`config.mk`:
```
export PLATFORM = sky130hd
export DESIGN_NAME = cpu_sequencer
export DESIGN_NICKNAME = d
export VERILOG_FILES = /design/src/rtl/cpu_seq_pkg.sv /design/src/rtl/cpu_seq_counters.sv /design/src/rtl/cpu_sequencer.sv
export SDC_FILE = /design/constraint.sdc
export NUM_CORES = 1
export LEC_CHECK = 0
export BUFFER_PORTS_ARGS = -buffer_cell sky130_fd_sc_hd__buf_2
export CORE_ASPECT_RATIO = 2
export CORE_MARGIN = 3
export CORE_UTILIZATION = 34
export CTS_BUF_LIST = sky130_fd_sc_hd__clkbuf_8
export DETAILED_ROUTE_END_ITERATION = 6
export HOLD_SLACK_MARGIN = 0.15
export PLACE_DENSITY = 0.72
export SLEW_MARGIN = 40
export SYNTH_ARGS = -nofsm -noshare
export SYNTH_HDL_FRONTEND = slang
export SYNTH_SLANG_ARGS = --single-unit
```
`constraint.sdc`:
```
create_clock -name clk -period 2 [get_ports clk]
set_clock_uncertainty 0.2 [all_clocks]
set_input_delay 0.3 -clock clk [delete_from_list [all_inputs] [get_ports clk]]
set_output_delay 0.3 -clock clk [all_outputs]
set_load 0.005 [all_outputs]
```
`src/rtl/cpu_seq_pkg.sv`:
```
// Shared types and constants for the multi-cycle CPU sequencer.
package cpu_seq_pkg;

  typedef enum logic [2:0] {
    ST_IDLE   = 3'd0,
    ST_FETCH  = 3'd1,
    ST_DECODE = 3'd2,
    ST_EXEC   = 3'd3,
    ST_MEM    = 3'd4,
    ST_WB     = 3'd5,
    ST_HALT   = 3'd6
  } seq_state_t;

  // Syscall ABI: service number in $v0, argument in $a0, service 10 = exit.
  localparam int SYSCALL_EXIT   = 10;
  localparam int SYSCALL_V0_REG = 2;
  localparam int SYSCALL_A0_REG = 4;

endpackage

```
`src/rtl/cpu_seq_counters.sv`:
```
// Performance counters for the sequencer: active cycles and committed
// instructions. Both wrap modulo 2^CNT_W.
module seq_counters #(
  parameter int CNT_W = 32
) (
  input  logic             clk,
  input  logic             rst_n,
  input  logic             cyc_inc,
  input  logic             instr_inc,
  output logic [CNT_W-1:0] cycle_count,
  output logic [CNT_W-1:0] instr_count
);

  // Active-cycle counter, advanced while the core is doing work.
  always_ff @(posedge clk or negedge rst_n) begin
    if (!rst_n) begin
      cycle_count <= '0;
    end else if (cyc_inc) begin
      cycle_count <= cycle_count + CNT_W'(1);
    end
  end

  // Committed-instruction counter, advanced once per commit.
  always_ff @(posedge clk or negedge rst_n) begin
    if (!rst_n) begin
      instr_count <= '0;
    end else if (instr_inc) begin
      instr_count <= instr_count + CNT_W'(1);
    end
  end

endmodule

```
`src/rtl/cpu_sequencer.sv`:
```
// Multi-cycle control sequencer: FETCH/DECODE/EXEC/MEM/WB with req/ack
// memory handshakes, syscall print/exit, run/stop at instruction boundaries
// and performance counters.
//
// Optional build macro: SEQ_TIMEOUT_EN
//   defined   - FETCH/MEM waits are bounded by MEM_TIMEOUT cycles; on expiry
//               the request drops, err is set (sticky) and the core halts.
//   undefined - waits are unbounded, err is tied low.
//
// state  | meaning
// IDLE   | stopped at an instruction boundary, waiting for run
// FETCH  | imem_req held until imem_ack; IR loaded in the ack cycle
// DECODE | syscall handling (print commits, exit halts), else to EXEC
// EXEC   | branch/jump commits here; loads/stores to MEM; ALU to WB
// MEM    | dmem_req held until dmem_ack; store commits, load goes to WB
// WB     | regfile write and PC commit together
// HALT   | terminal after exit syscall (or timeout) until reset
module cpu_sequencer
  import cpu_seq_pkg::*;
#(
  parameter int DATA_W      = 32,
  parameter int DISP_W      = 32,
  parameter int CNT_W       = 32,
  parameter int MEM_TIMEOUT = 255
) (
  input  logic              clk,
  input  logic              rst_n,
  input  logic              run,
  input  logic              is_load,
  input  logic              is_store,
  input  logic              writes_reg,
  input  logic              is_syscall,
  input  logic [DATA_W-1:0] sys_v0,
  input  logic [DATA_W-1:0] sys_a0,
  output logic              imem_req,
  input  logic              imem_ack,
  output logic              dmem_req,
  output logic              dmem_we,
  input  logic              dmem_ack,
  output logic              ir_we,
  output logic              pc_we,
  output logic              reg_we,
  output logic [2:0]        state,
  output logic              halted,
  output logic              err,
  output logic [DISP_W-1:0] display_syscall,
  output logic [CNT_W-1:0]  instr_count,
  output logic [CNT_W-1:0]  cycle_count
);

  // A zero timeout would make every wait expire immediately.
  if (MEM_TIMEOUT < 1) begin : g_bad_timeout
    $error("cpu_sequencer: MEM_TIMEOUT must be at least 1");
  end

  seq_state_t        state_q;
  seq_state_t        state_nxt;
  logic              commit;
  logic              disp_ld;
  logic              tmo_hit;
  logic              is_exit;
  logic [DISP_W-1:0] display_q;

  assign is_exit = (sys_v0 == DATA_W'(SYSCALL_EXIT));

`ifdef SEQ_TIMEOUT_EN
  // Down-counter loaded with MEM_TIMEOUT-1; reaching zero while still
  // waiting marks the MEM_TIMEOUT-th consecutive unanswered request cycle.
  localparam int TMR_W = (MEM_TIMEOUT > 1) ? $clog2(MEM_TIMEOUT) : 1;
  localparam logic [TMR_W-1:0] TMR_LOAD = TMR_W'(MEM_TIMEOUT - 1);

  logic [TMR_W-1:0] tmr_q;
  logic             waiting;
  logic             err_q;

  assign waiting = ((state_q == ST_FETCH) && !imem_ack) ||
                   ((state_q == ST_MEM)   && !dmem_ack);
  assign tmo_hit = waiting && (tmr_q == '0);
  assign err     = err_q;

  // Wait timer: counts down only while a request is unanswered, reloads otherwise.
  always_ff @(posedge clk or negedge rst_n) begin
    if (!rst_n) begin
      tmr_q <= TMR_LOAD;
    end else if (waiting && !tmo_hit) begin
      tmr_q <= tmr_q - TMR_W'(1);
    end else begin
      tmr_q <= TMR_LOAD;
    end
  end

  // Sticky timeout flag.
  always_ff @(posedge clk or negedge rst_n) begin
    if (!rst_n) begin
      err_q <= 1'b0;
    end else if (tmo_hit) begin
      err_q <= 1'b1;
    end
  end
`else
  assign tmo_hit = 1'b0;
  assign err     = 1'b0;
`endif

  // State register.
  always_ff @(posedge clk or negedge rst_n) begin
    if (!rst_n) begin
      state_q <= ST_IDLE;
    end else begin
      state_q <= state_nxt;
    end
  end

  // Next-state and strobe decode; every strobe is a single-cycle pulse per instruction.
  always_comb begin
    state_nxt = state_q;
    imem_req  = 1'b0;
    dmem_req  = 1'b0;
    dmem_we   = 1'b0;
    ir_we     = 1'b0;
    reg_we    = 1'b0;
    commit    = 1'b0;
    disp_ld   = 1'b0;

    case (state_q)
      ST_IDLE: begin
        if (run) begin
          state_nxt = ST_FETCH;
        end
      end
      ST_FETCH: begin
        imem_req = 1'b1;
        if (imem_ack) begin
          ir_we     = 1'b1;
          state_nxt = ST_DECODE;
        end else if (tmo_hit) begin
          state_nxt = ST_HALT;
        end
      end
      ST_DECODE: begin
        if (is_syscall && is_exit) begin
          state_nxt = ST_HALT;
        end else if (is_syscall) begin
          disp_ld = 1'b1;
          commit  = 1'b1;
        end else begin
          state_nxt = ST_EXEC;
        end
      end
      ST_EXEC: begin
        if (is_load || is_store) begin
          state_nxt = ST_MEM;
        end else if (writes_reg) begin
          state_nxt = ST_WB;
        end else begin
          commit = 1'b1;
        end
      end
      ST_MEM: begin
        dmem_req = 1'b1;
        dmem_we  = is_store;
        if (dmem_ack) begin
          if (is_store) begin
            commit = 1'b1;
          end else begin
            state_nxt = ST_WB;
          end
        end else if (tmo_hit) begin
          state_nxt = ST_HALT;
        end
      end
      ST_WB: begin
        reg_we = 1'b1;
        commit = 1'b1;
      end
      ST_HALT: begin
        state_nxt = ST_HALT;
      end
      default: begin
        state_nxt = ST_IDLE;
      end
    endcase

    // run is only looked at on the commit boundary.
    if (commit) begin
      state_nxt = run ? ST_FETCH : ST_IDLE;
    end
  end

  assign pc_we  = commit;
  assign state  = state_q;
  assign halted = (state_q == ST_HALT);

  // Print-syscall latch holds the low DISP_W bits of $a0.
  always_ff @(posedge clk or negedge rst_n) begin
    if (!rst_n) begin
      display_q <= '0;
    end else if (disp_ld) begin
      display_q <= sys_a0[DISP_W-1:0];
    end
  end

  assign display_syscall = display_q;

  seq_counters #(
    .CNT_W (CNT_W)
  ) u_counters (
    .clk         (clk),
    .rst_n       (rst_n),
    .cyc_inc     ((state_q != ST_IDLE) && (state_q != ST_HALT)),
    .instr_inc   (commit),
    .cycle_count (cycle_count),
    .instr_count (instr_count)
  );

endmodule

```
==> metrics.md <==
| Metric | Value |
|---|---|
| Final Hold Fails | 0 |
| Yosys cell types | 49 |
| Period utilization | 1.07 |
| Final WL | 14600 um |
| Antenna-violating nets left | 0 |
| Cells after Synth | 391 |
| Via count | 4296 |
| Total negative setup slack | -1.15 ns |
| Syn nets | 466 |
| Chip Height | 173 um |
| TritonCTS Buffers | 9 |
| Area delta synth->final | 61.7% |
| Largest net degree at the start of global routing | 41 |
| Die width | 89.6 um |
| DR DRC count | 0 |
| H-tree depth | 3 |
| Filler cells | 1110 |
| Synth Register Bits | 99 |
| Number of synthesized flops with an enable pin | 0 |
| Fin util | 0.566 |
| Root buf cell | clkbuf_8 |
| Worst-Skew Late Latency | 0.35 ns |
| Warnings from Yosys | 0 |
| Die area | 15500 um2 |
| Wire per inst | 16.6 um |
| Port Buf Inserts | 178 |
| Final slew viol count | 0 |
| CP required | 2.08 ns |
| Fmax | 469 MHz |
| DP Worst Slack | -0.263 ns |
| Worst path cell trace | and2b_4 > and2b_4 > a32oi_4 > buf_6 > buf_16 > a2111oi_4 > xor2_1 |
| Cell taking the most area after synthesis | dfrtp_1 |
| Crit path DAT | 2.21 ns |
| Max_cap viols | 0 |
| Critical path's most frequent cell | and2b_4 |
| Fin crit period | 2.13 ns |
| Crit start category | flip-flop |
| Diodes inserted | 0 |
| Global-route wire length before repair | 22100 um |
| PnR worst setup slack | -0.133 ns |
| Syn Area/Cell | 12.2 um2 |
| GP Congestion | 0.847 |
| Peak VDD IR | 0.519 mV |
| Final HPWL DP | 9800 um |
| Via/cell ratio | 4.88 |
| Max stage delay on crit path | 0.44 ns |
| Sequential cell area fraction in the yosys report | 0.521 |
| DRT iter0 DRCs | 94 |
| Clock Sink Count | 99 |
| CORE AREA | 13600 um2 |
| Layout cell share with drive strength beyond 1 | 0.555 |
| Global route overflow | 0 |
| Power Dens Cells | 915 nW/um2 |
| Failing checks | negative setup slack |
| Main synth FF type | dfrtp_1 |
| Clock-pin slew on the worst setup and hold paths | 0.10 ns |
| Status | finished, violations left |
| Largest cells by area after synthesis | dfrtp_1, mux2_2, xor2_1 |
| Clock buffer depth | 2 |
| Rows | 60 |
| Setup CP Type | reg2reg |
| Initial Util | 0.350 |
| Post-layout nets | 764 |
| Setup violators final | 20 |
| Synth Cell Area | 4750 um2 |
| Leak | 0.00374 uW |
| Placed cell count | 796 |
| TritonRoute pass-1 iters | 4 |
| CP max FO | 7 |
| Unrepaired setup endpoints after global routing | true |
| Final non-filler cell total | 880 |
| I/O pin total | 180 |
| Antenna violations before repair | 0 |
| Gr usage total | 0.181 |
| Worst path slowest cell | dfrtp_2 |
| Ys async rst share | 1.00 |
| Share of the synthesized area in the top cell type | 0.521 |
| Vias in the first global route | 4572 |
| TritonCTS clock tree | built |
| Worst setup EP type | flip-flop |
| Worst Hold Class | in2reg |
-- power by group --
group | switching (uW) | total, uW | internal, uW
combinational | 1330 | 2940 | 1610
sequential | 314 | 2800 | 2480
clock | 686 | 1300 | 614
total | 2330 | 7040 | 4710
-- flip-flops by register name (all words and copies together), names as in the netlist --
name and flops:
u_counters.instr_count 32, state 3, display_syscall 32, u_counters.cycle_count 32
-- layout make-up --
cell class	count	area (um2)	share of cell area
clock buffer	10	138	0.0179
clock inverter	6	62.6	0.00814
inverter	14	52.6	0.00683
timing repair buffer	302	2140	0.278
multi-input combinational	263	2580	0.336
tap	186	233	0.0303
sequential	99	2480	0.322
-- logic make-up after synthesis --
logic type,count (synthesis),synth area share
adders and majority gates,2,0.00526
DFF,99,0.521
and+or+nand+nor,115,0.143
buffers and inverters,29,0.0297
AOI/OAI and AO/OA,47,0.100
other,1,0.000789
xor gates and xnor gates,64,0.119
muxes,34,0.0805
-- worst paths after layout --
path                                                 start                         end  slack, ns  cells past startpoint
max in group asynchronous                            rst_n  u_counters.instr_count[22]       0.76                      3
worst min-delay path                            is_syscall                    state[2]       0.22                      4
worst max register to register                    state[1]  u_counters.instr_count[25]      -0.13                      7
min in group asynchronous                            rst_n         display_syscall[19]       0.25                      2
worst max-delay path                              state[1]  u_counters.instr_count[25]      -0.13                      7
worst min register to register  u_counters.instr_count[31]  u_counters.instr_count[31]       0.27                      1
-- per-layer routing --
layer / global-route usage / wire [um] / up-vias
li1: - / - / 1983
met1: 0.179 / 5050 / 2142
met3: 0.0347 / 642 / 35
met4: 0.0770 / 541 / 0
met5: 0 / 0 / -
met2: 0.345 / 8340 / 136
-- worst max-delay path, delay by kind of cell, from the launching register on --
kind                   cells  cell delay, ns
buffers and inverters      2            0.33
AND/OR/NAND/NOR            2            0.43
AO/OA/AOI/OAI              2            0.45
flip-flops                 1            0.44
XOR/XNOR                   1            0.20
-- stage by stage --
| step | hold slack [ns] | power [uW] | area (um2) |
|---|---|---|---|
| floorplan | -0.196 | 3980 | 4760 |
| global placement | 0.0899 | 5090 | 6320 |
| detailed placement | 0.0995 | 5210 | 6320 |
| CTS | 0.190 | 6920 | 7310 |
| global route | 0.201 | 7490 | 7690 |
| finish | 0.220 | 7040 | 7690 |
-- synth_stat cells, types with 9 or more instances --
library cell	n
a2111oi_2	9
inv_1	14
xor2_1	32
mux2_2	34
nand3_1	19
nand2_1	26
xnor2_1	31
nor2_1	15
nand4_1	13
dfrtp_1	99
a211oi_1	13
-- cells in the final DEF, fill, tap and decap left out, drive strengths merged, types with 2 or more instances in the layout --
master       count
mux2            34
or3              4
nor3             9
buf            266
inv             15
a2111oi         11
nor4b            2
a21oi            8
nor2            15
dfrtp           99
nand4           16
clkinv           4
dlygate4sd3     35
nor4            10
nand3           20
ha               2
and4             2
a211oi          13
nand2           26
xor2            33
o21ai            4
and2             4
xnor2           31
a32o             2
and3             2
and2b            2
clkbuf          11
-- what timing repair did --
action	CTS	global route
pin swaps	12	44
hold buffers	35	0
buffers inserted	8	23
endpoints found under the setup margin	18	60
gates resized for setup	42	39
gates cloned	3	1
hold endpoints to repair	133	0
Power figures use the tool's default switching activity.
